`src/rtl/spi_host_master.sv`:
```
// SPI mode-0 (CPOL=0, CPHA=0) byte master, MSB first, with optional chip-select
// hold across bytes for multi-byte transactions.
module spi_host_master #(
    parameter int unsigned CLK_DIV = 4,
    parameter int unsigned DATA_W  = 8
) (
    input  logic              clk_i,
    input  logic              rst_i,
    input  logic              start_i,
    input  logic [DATA_W-1:0] tx_data_i,
    input  logic              hold_ss_i,
    input  logic              release_i,
    output logic              busy_o,
    output logic              done_o,
    output logic [DATA_W-1:0] rx_data_o,
    output logic              sck_o,
    output logic              ss_n_o,
    output logic              mosi_o,
    input  logic              miso_i,
    input  logic              miso_en_i
);

    localparam int unsigned CntW  = $clog2(CLK_DIV + 1);
    localparam int unsigned EdgeW = $clog2(2 * DATA_W + 1);
    localparam logic [CntW-1:0]  CntLast  = CntW'(CLK_DIV - 1);
    localparam logic [EdgeW-1:0] EdgeLast = EdgeW'(2 * DATA_W - 1);

    typedef enum logic [2:0] {StIdle, StSetup, StShift, StTrail, StGap, StHold} state_e;

    state_e              state_q, state_d;
    logic [CntW-1:0]     cnt_q, cnt_d;
    logic [EdgeW-1:0]    edge_q, edge_d;
    logic [DATA_W-1:0]   tx_sh_q, tx_sh_d;
    logic [DATA_W-1:0]   rx_sh_q, rx_sh_d;
    logic [DATA_W-1:0]   rx_data_q, rx_data_d;
    logic                hold_q, hold_d;
    logic                sck_q, sck_d;
    logic                ss_n_q, ss_n_d;
    logic                mosi_q, mosi_d;
    logic                done_q, done_d;
    logic                cnt_last;
    logic                miso_bit;

    assign cnt_last = (cnt_q == CntLast);
    // A tri-stated slave reads as zero.
    assign miso_bit = miso_i & miso_en_i;

    always_ff @(posedge clk_i) begin
        if (rst_i) begin
            state_q   <= StIdle;
            cnt_q     <= '0;
            edge_q    <= '0;
            tx_sh_q   <= '0;
            rx_sh_q   <= '0;
            rx_data_q <= '0;
            hold_q    <= 1'b0;
            sck_q     <= 1'b0;
            ss_n_q    <= 1'b1;
            mosi_q    <= 1'b0;
            done_q    <= 1'b0;
        end else begin
            state_q   <= state_d;
            cnt_q     <= cnt_d;
            edge_q    <= edge_d;
            tx_sh_q   <= tx_sh_d;
            rx_sh_q   <= rx_sh_d;
            rx_data_q <= rx_data_d;
            hold_q    <= hold_d;
            sck_q     <= sck_d;
            ss_n_q    <= ss_n_d;
            mosi_q    <= mosi_d;
            done_q    <= done_d;
        end
    end

    always_comb begin
        state_d   = state_q;
        cnt_d     = cnt_q;
        edge_d    = edge_q;
        tx_sh_d   = tx_sh_q;
        rx_sh_d   = rx_sh_q;
        rx_data_d = rx_data_q;
        hold_d    = hold_q;
        sck_d     = sck_q;
        ss_n_d    = ss_n_q;
        mosi_d    = mosi_q;
        done_d    = 1'b0;

        unique case (state_q)
            StIdle, StHold: begin
                cnt_d = '0;
                if (start_i) begin
                    state_d = StSetup;
                    tx_sh_d = tx_data_i;
                    hold_d  = hold_ss_i;
                    mosi_d  = tx_data_i[DATA_W-1];
                    ss_n_d  = 1'b0;
                    rx_sh_d = '0;
                    edge_d  = '0;
                end else if (state_q == StHold && release_i) begin
                    state_d = StGap;
                    ss_n_d  = 1'b1;
                end
            end
            StSetup: begin
                if (cnt_last) begin
                    // First rising edge: sample bit MSB.
                    cnt_d   = '0;
                    sck_d   = 1'b1;
                    rx_sh_d = {rx_sh_q[DATA_W-2:0], miso_bit};
                    edge_d  = EdgeW'(1);
                    state_d = StShift;
                end else begin
                    cnt_d = cnt_q + 1'b1;
                end
            end
            StShift: begin
                if (cnt_last) begin
                    cnt_d  = '0;
                    edge_d = edge_q + 1'b1;
                    if (edge_q == EdgeLast) begin
                        // Final falling edge: mosi keeps the last bit.
                        sck_d   = 1'b0;
                        state_d = StTrail;
                    end else if (sck_q) begin
                        sck_d   = 1'b0;
                        tx_sh_d = tx_sh_q << 1;
                        mosi_d  = tx_sh_q[DATA_W-2];
                    end else begin
                        sck_d   = 1'b1;
                        rx_sh_d = {rx_sh_q[DATA_W-2:0], miso_bit};
                    end
                end else begin
                    cnt_d = cnt_q + 1'b1;
                end
            end
            StTrail: begin
                if (cnt_last) begin
                    cnt_d     = '0;
                    rx_data_d = rx_sh_q;
                    done_d    = 1'b1;
                    if (hold_q) begin
                        state_d = StHold;
                    end else begin
                        state_d = StGap;
                        ss_n_d  = 1'b1;
                    end
                end else begin
                    cnt_d = cnt_q + 1'b1;
                end
            end
            StGap: begin
                if (cnt_last) begin
                    cnt_d   = '0;
                    state_d = StIdle;
                end else begin
                    cnt_d = cnt_q + 1'b1;
                end
            end
            default: begin
                state_d = StIdle;
                cnt_d   = '0;
            end
        endcase
    end

    always_comb begin
        busy_o    = !(state_q == StIdle || state_q == StHold);
        done_o    = done_q;
        rx_data_o = rx_data_q;
        sck_o     = sck_q;
        ss_n_o    = ss_n_q;
        mosi_o    = mosi_q;
    end

endmodule

```
`config.mk`:
```
export PLATFORM = sky130hd
export DESIGN_NAME = spi_host_master
export DESIGN_NICKNAME = d
export VERILOG_FILES = /design/src/rtl/spi_host_master.sv
export SDC_FILE = /design/constraint.sdc
export NUM_CORES = 1
export LEC_CHECK = 0
export ABC_AREA = 1
export CORE_MARGIN = 2
export CORE_UTILIZATION = 58
export CTS_BUF_LIST = sky130_fd_sc_hd__clkbuf_8 sky130_fd_sc_hd__clkbuf_16
export CTS_CLUSTER_DIAMETER = 80
export DETAILED_ROUTE_END_ITERATION = 8
export GPL_TIMING_DRIVEN = 0
export PLACE_DENSITY = 0.84
export SLEW_MARGIN = 20
export SYNTH_ARGS = -nofsm -noshare
export SYNTH_HDL_FRONTEND = slang
export SYNTH_SLANG_ARGS = --single-unit
export TNS_END_PERCENT = 5
```
`constraint.sdc`:
```
create_clock -name clk_i -period 4.1 [get_ports clk_i]
set_clock_uncertainty 0.05 [all_clocks]
set_input_delay 0.615 -clock clk_i [delete_from_list [all_inputs] [get_ports clk_i]]
set_output_delay 0.615 -clock clk_i [all_outputs]
set_load 0.03 [all_outputs]
```
-- Word level (Yosys, flattened, before mapping)
Cells that the tools add are included.
- register bits after elaboration: 39
- output and inout port bits: 13
- input port bits: 15
- equal/unequal tests: 18
- multiplexer cells: 40
- bitwise logic cells: 3
- $add $sub $neg: 2
- reduce and logical (&&, ||, !) cells: 20
- operators with widths (kind ; number):
    8-bit 2-to-1 mux ; 5
    7-bit 2-to-1 mux ; 4
    8-bit one-hot mux with 3 select lines ; 1
    3-bit 2-to-1 mux ; 7
    2-bit inequality test (second input constant) ; 10
    5-bit 2-to-1 mux ; 3
    3-bit one-hot mux with 5 select lines ; 1
    5-bit one-hot mux with 3 select lines ; 1
    1-bit 2-to-1 mux ; 14
    7-bit one-hot mux with 2 select lines ; 1
    6-bit AND reduction ; 2
    3-bit by 2-bit == test with 1-bit output (second input constant) ; 3
    4-bit AND reduction ; 2
    3-bit == test (second input constant) ; 2
    1-bit one-hot mux with 2 select lines ; 3
    2-bit nonzero test ; 3
    5-bit by 1-bit adder with 5-bit output (second input constant) ; 1
    5-bit by 4-bit == test with 1-bit output (second input constant) ; 1
    5-bit AND reduction ; 1
    2-bit AND reduction ; 2
    2-bit OR reduction ; 2
    4-bit OR reduction ; 1
    3-bit by 1-bit adder with 3-bit output (second input constant) ; 1
    3-bit by 1-bit == test with 1-bit output (second input constant) ; 1
    10 further kinds ; 11

-- Depth between registers and ports, before layout
- depth in word-level cells: 5
- gate-level depth with buffers: 11

-- Least setup slack after synthesis
OpenSTA, ideal clock, no wires.
- kind: reg-to-reg
- from: register edge_q[0]
- to: register tx_sh_q[0]
- stages on the path, launching flop included: 11
- arrival: 1520 ps
- data required time: 3936 ps
- library setup time: 114 ps
- setup slack: 2416 ps
- path buffers: 1
- clock period less this slack: 1684 ps
- cells stage by stage: dfxtp_1 > ha_1 > and3_1 > ha_1 > inv_1 > nand3_1 > nand2_4 > nand3_4 > buf_6 > a21oi_1 > nor2_1
- cells in the longest elaborated chain, start to end: 3
- RTL lines (element ; line ; RTL):
    start, declared ; 32 ; logic [EdgeW-1:0] edge_q, edge_d;
    start signal, assigned ; 64 ; edge_q <= edge_d;
    5-bit by 4-bit == test with 1-bit output ; 121 ; if (edge_q == EdgeLast) begin
    2-bit inequality test (no source line) ; - ;
    5-bit AND reduction (no source line) ; - ;
    end signal, assigned ; 65 ; tx_sh_q <= tx_sh_d;
    end, declared ; 33 ; logic [DATA_W-1:0] tx_sh_q, tx_sh_d;
No other way between the ends.
A chain may end at the register's enable or synchronous reset.

-- Worst setup path in the final report
- from: register state_q[1]
- to: output busy_o
- cells in the longest elaborated chain, start to end: 3
- RTL lines (element ; line ; RTL):
    start, declared ; 30 ; state_e state_q, state_d;
    start signal, assigned ; 50 ; state_q <= StIdle;
    start signal, assigned ; 62 ; state_q <= state_d;
    3-bit == test / 3-bit zero test (equally long branches) ; 168 ; busy_o = !(state_q == StIdle || state_q == StHold);
    1-bit logical OR (*) ; 168 ;
    1-bit zero test (*) ; 168 ;
    end, declared ; 13 ; output logic busy_o,
Every way passes the cells marked *; elsewhere a longest branch is shown, timed or not.

==> impl_metrics.yaml <==
cts:
  clkTransAtPathRegs_ns: 0.07
  clkSinkCount: 39
  post_cts_buffers: 0
  cts_root_buf: "clkbuf_8"
  clk_latency_ns: 0.30
  clock_path_buffers: 2
  cts_tree: "yes"
  cts_resized: 0
  htreeDepth: 2
  postCtsHoldBufs: 0
  cts_made_buffers: 5
critical_path:
  r2r-start: "edge_q[0]"
  arrival_ns: 1.82
  cp_slowest_stage_delay_ns: 0.66
  cp_max_fo: 7
  crit_start: "state_q[1]"
  setup.worst_path.class: "reg2out"
  reg2reg_depth: 10
  crit_path_end_kind: "output port"
  cp_cell_sequence: "inv_2 > nand3_2 > nand2_4 > inv_4 > clkdlybuf4s50_1"
  worst_setup_path_start_kind: "flip-flop"
  slowest_stage: "clkdlybuf4s50_1"
  worstPathRequired_ns: 3.43
die:
  fp.dieH_um: 62.64
  core_area_um2: 3311
  pin_count: 28
  rows: 21
  dieArea_um2: 3924
  start_util_pct: 60.24
  die_w_um: 62.64
synth:
  syn_nets: 302
  synth_adder_area_share_pct: 2.509
  synth_cell_types: 27
  synthMuxAreaShare_pct: 0
  netlist_instances: 283
  synth.area.top_cells: "dfxtp_1 (39%), nand2_1 (14%), nor2_1 (9.4%)"
  ys_seq_area_share_pct: 39.15
  synthSimpleGateAreaFrac_pct: 40.03
  ys_ff_latch: 39
  synthesis.area_um2: 1994
  synth_area_per_cell_um2: 7.047
  yosys_warnings: 0
  synth_top_family_by_area: "simple AND/OR/NAND/NOR gates"
  synth-xor-area-share_pct: 0.8783
  synth_compound_area_share_pct: 8.595
  synth_top_area_cell: "dfxtp_1"
  synth_top_area_share_pct: 39.15
final_layout:
  nNetsFinal: 335
  fin_area_um2: 2396
  diodes: 0
  area_growth_pct: 20.14
  drive_gt1_share_pct: 11.99
  final_cell_mix: "nand2_1 (72), nor2_1 (50), dfxtp_1 (39)"
  fin_util_pct: 72.37
  layout_commonest_cell: "nand2_1"
placed_design:
  place_area_um2: 2312
  port_buffers: 26
  hpwl_um: 2974
  place_ws_ns: 1.936
  gp_congestion: 0.8457
detailed_routing:
  num_vias: 1820
  drt_iter0_drc: 122
  drt-vias-per-instance: 5.014
  drc: 0
  wl_per_cell_um: 11.18
  drtPass1Iterations: 5
  wirelength_um: 4058
  ant_nets: 0
sta:
  period_needed_ns: 2.489
  finalSetupTns_ns: 0
  max_freq_ghz: 0.4017
  slew_viol_final: 0
  setup_viol: 0
  timing.final.hold_violations: 0
  relSlewSlack_pct: 66.39
  min_period_over_period_pct: 60.72
  worst_pin_slew_ns: 0.5041
  worst_slack_ns: 1.611
  rsz0062_at_grt: "false"
run_status:
  status: "complete, no violations"
flow_run:
  maxCapViolations: 0
global_route:
  grt_first_pass_wirelength_um: 7155
  gr-total-overflow: 0
  grt_max_degree: 13
  grt_usage_pct: 23.00
  first_global_vias: 1676
  antenna_found_initial: 0
hold_path:
  min-delay-start: "cnt_q[0]"
  hold_class: "reg2reg"
  whs_path_depth: 1
pwr:
  p_per_area_nw_per_um2: 669.9
  peakVddDrop_uv: 530.1
  p_leak_nw: 1.040
[worst max-delay path, delay by kind of cell, from the launching register on]
kind                   cells  cell delay (ns)
buffers and inverters      3             0.86
DFF                        1             0.47
and+or+nand+nor            2             0.21
[power by group]
part,internal (mW),switching (mW),total (mW)
combinational,0.290,0.509,0.799
sequential,0.490,0.0678,0.558
clock,0.116,0.133,0.249
[worst paths after layout]
path	to	slack [ns]
hold reg to reg	cnt_q[0]	0.37
hold / removal	cnt_q[0]	0.37
setup / recovery	busy_o	1.61
setup reg to reg	tx_sh_q[0]	2.22
[synthesized netlist by cell type (all sizes together)]
| cell type | instances |
|---|---|
| nand2 | 81 |
| nor2 | 53 |
| dfxtp | 39 |
| inv | 25 |
| nand3 | 24 |
| a21oi | 16 |
| nand4 | 13 |
| o21ai | 13 |
| buf | 7 |
| clkbuf | 4 |
| ha | 4 |
| and3 | 1 |
| clkinv | 1 |
| xnor2 | 1 |
| xor2 | 1 |
[stage by stage]
step / total power [mW] / hold WS, ns / instances
3_3_place_gp: 1.338 / 0.3628 / 355
6_report: 1.605 / 0.3725 / 363
3_5_place_dp: 1.363 / 0.3674 / 355
2_1_floorplan: 1.191 / 0.3492 / 283
5_1_grt: 1.751 / 0.4110 / 363
4_1_cts: 1.610 / 0.3774 / 363
[layer usage]
metal	global-route usage, %	vias to the layer above	share of wire, %
li1	-	973	-
met1	28.82	808	47
met2	38.04	33	46
met3	7.027	6	5.2
met4	6.944	0	1.2
met5	0	-	0
[state kept, by name, summed over array words and instances, names as in the netlist]
| register | flops |
|---|---|
| rx_data_o | 8 |
| ss_n_o | 1 |
| sck_o | 1 |
| state_q | 3 |
| mosi_o | 1 |
| edge_q | 5 |
| tx_sh_q | 7 |
| hold_q | 1 |
| done_o | 1 |
| cnt_q | 3 |
| rx_sh_q | 8 |
[area by class of cell]
class	count	area, µm²
Sequential cell	39	780.7
Tap cell	46	57.56
Timing Repair Buffer	26	260.3
Buffer	11	73.82
Clock buffer	5	68.82
Inverter	26	102.6
Multi-Input combinational cell	207	1037
Clock inverter	3	15.01
Fill cell	296	914.6
[logic make-up (layout without fill, tap and decap cells)]
family          after synthesis  count (layout)
xor+xnor                      2               2
buf+inv                      37              71
simple gates                172             172
flops                        39              39
fa+ha+maj                     4               4
compound gates               29              29
Note: power is estimated with default switching activity, not from simulation.
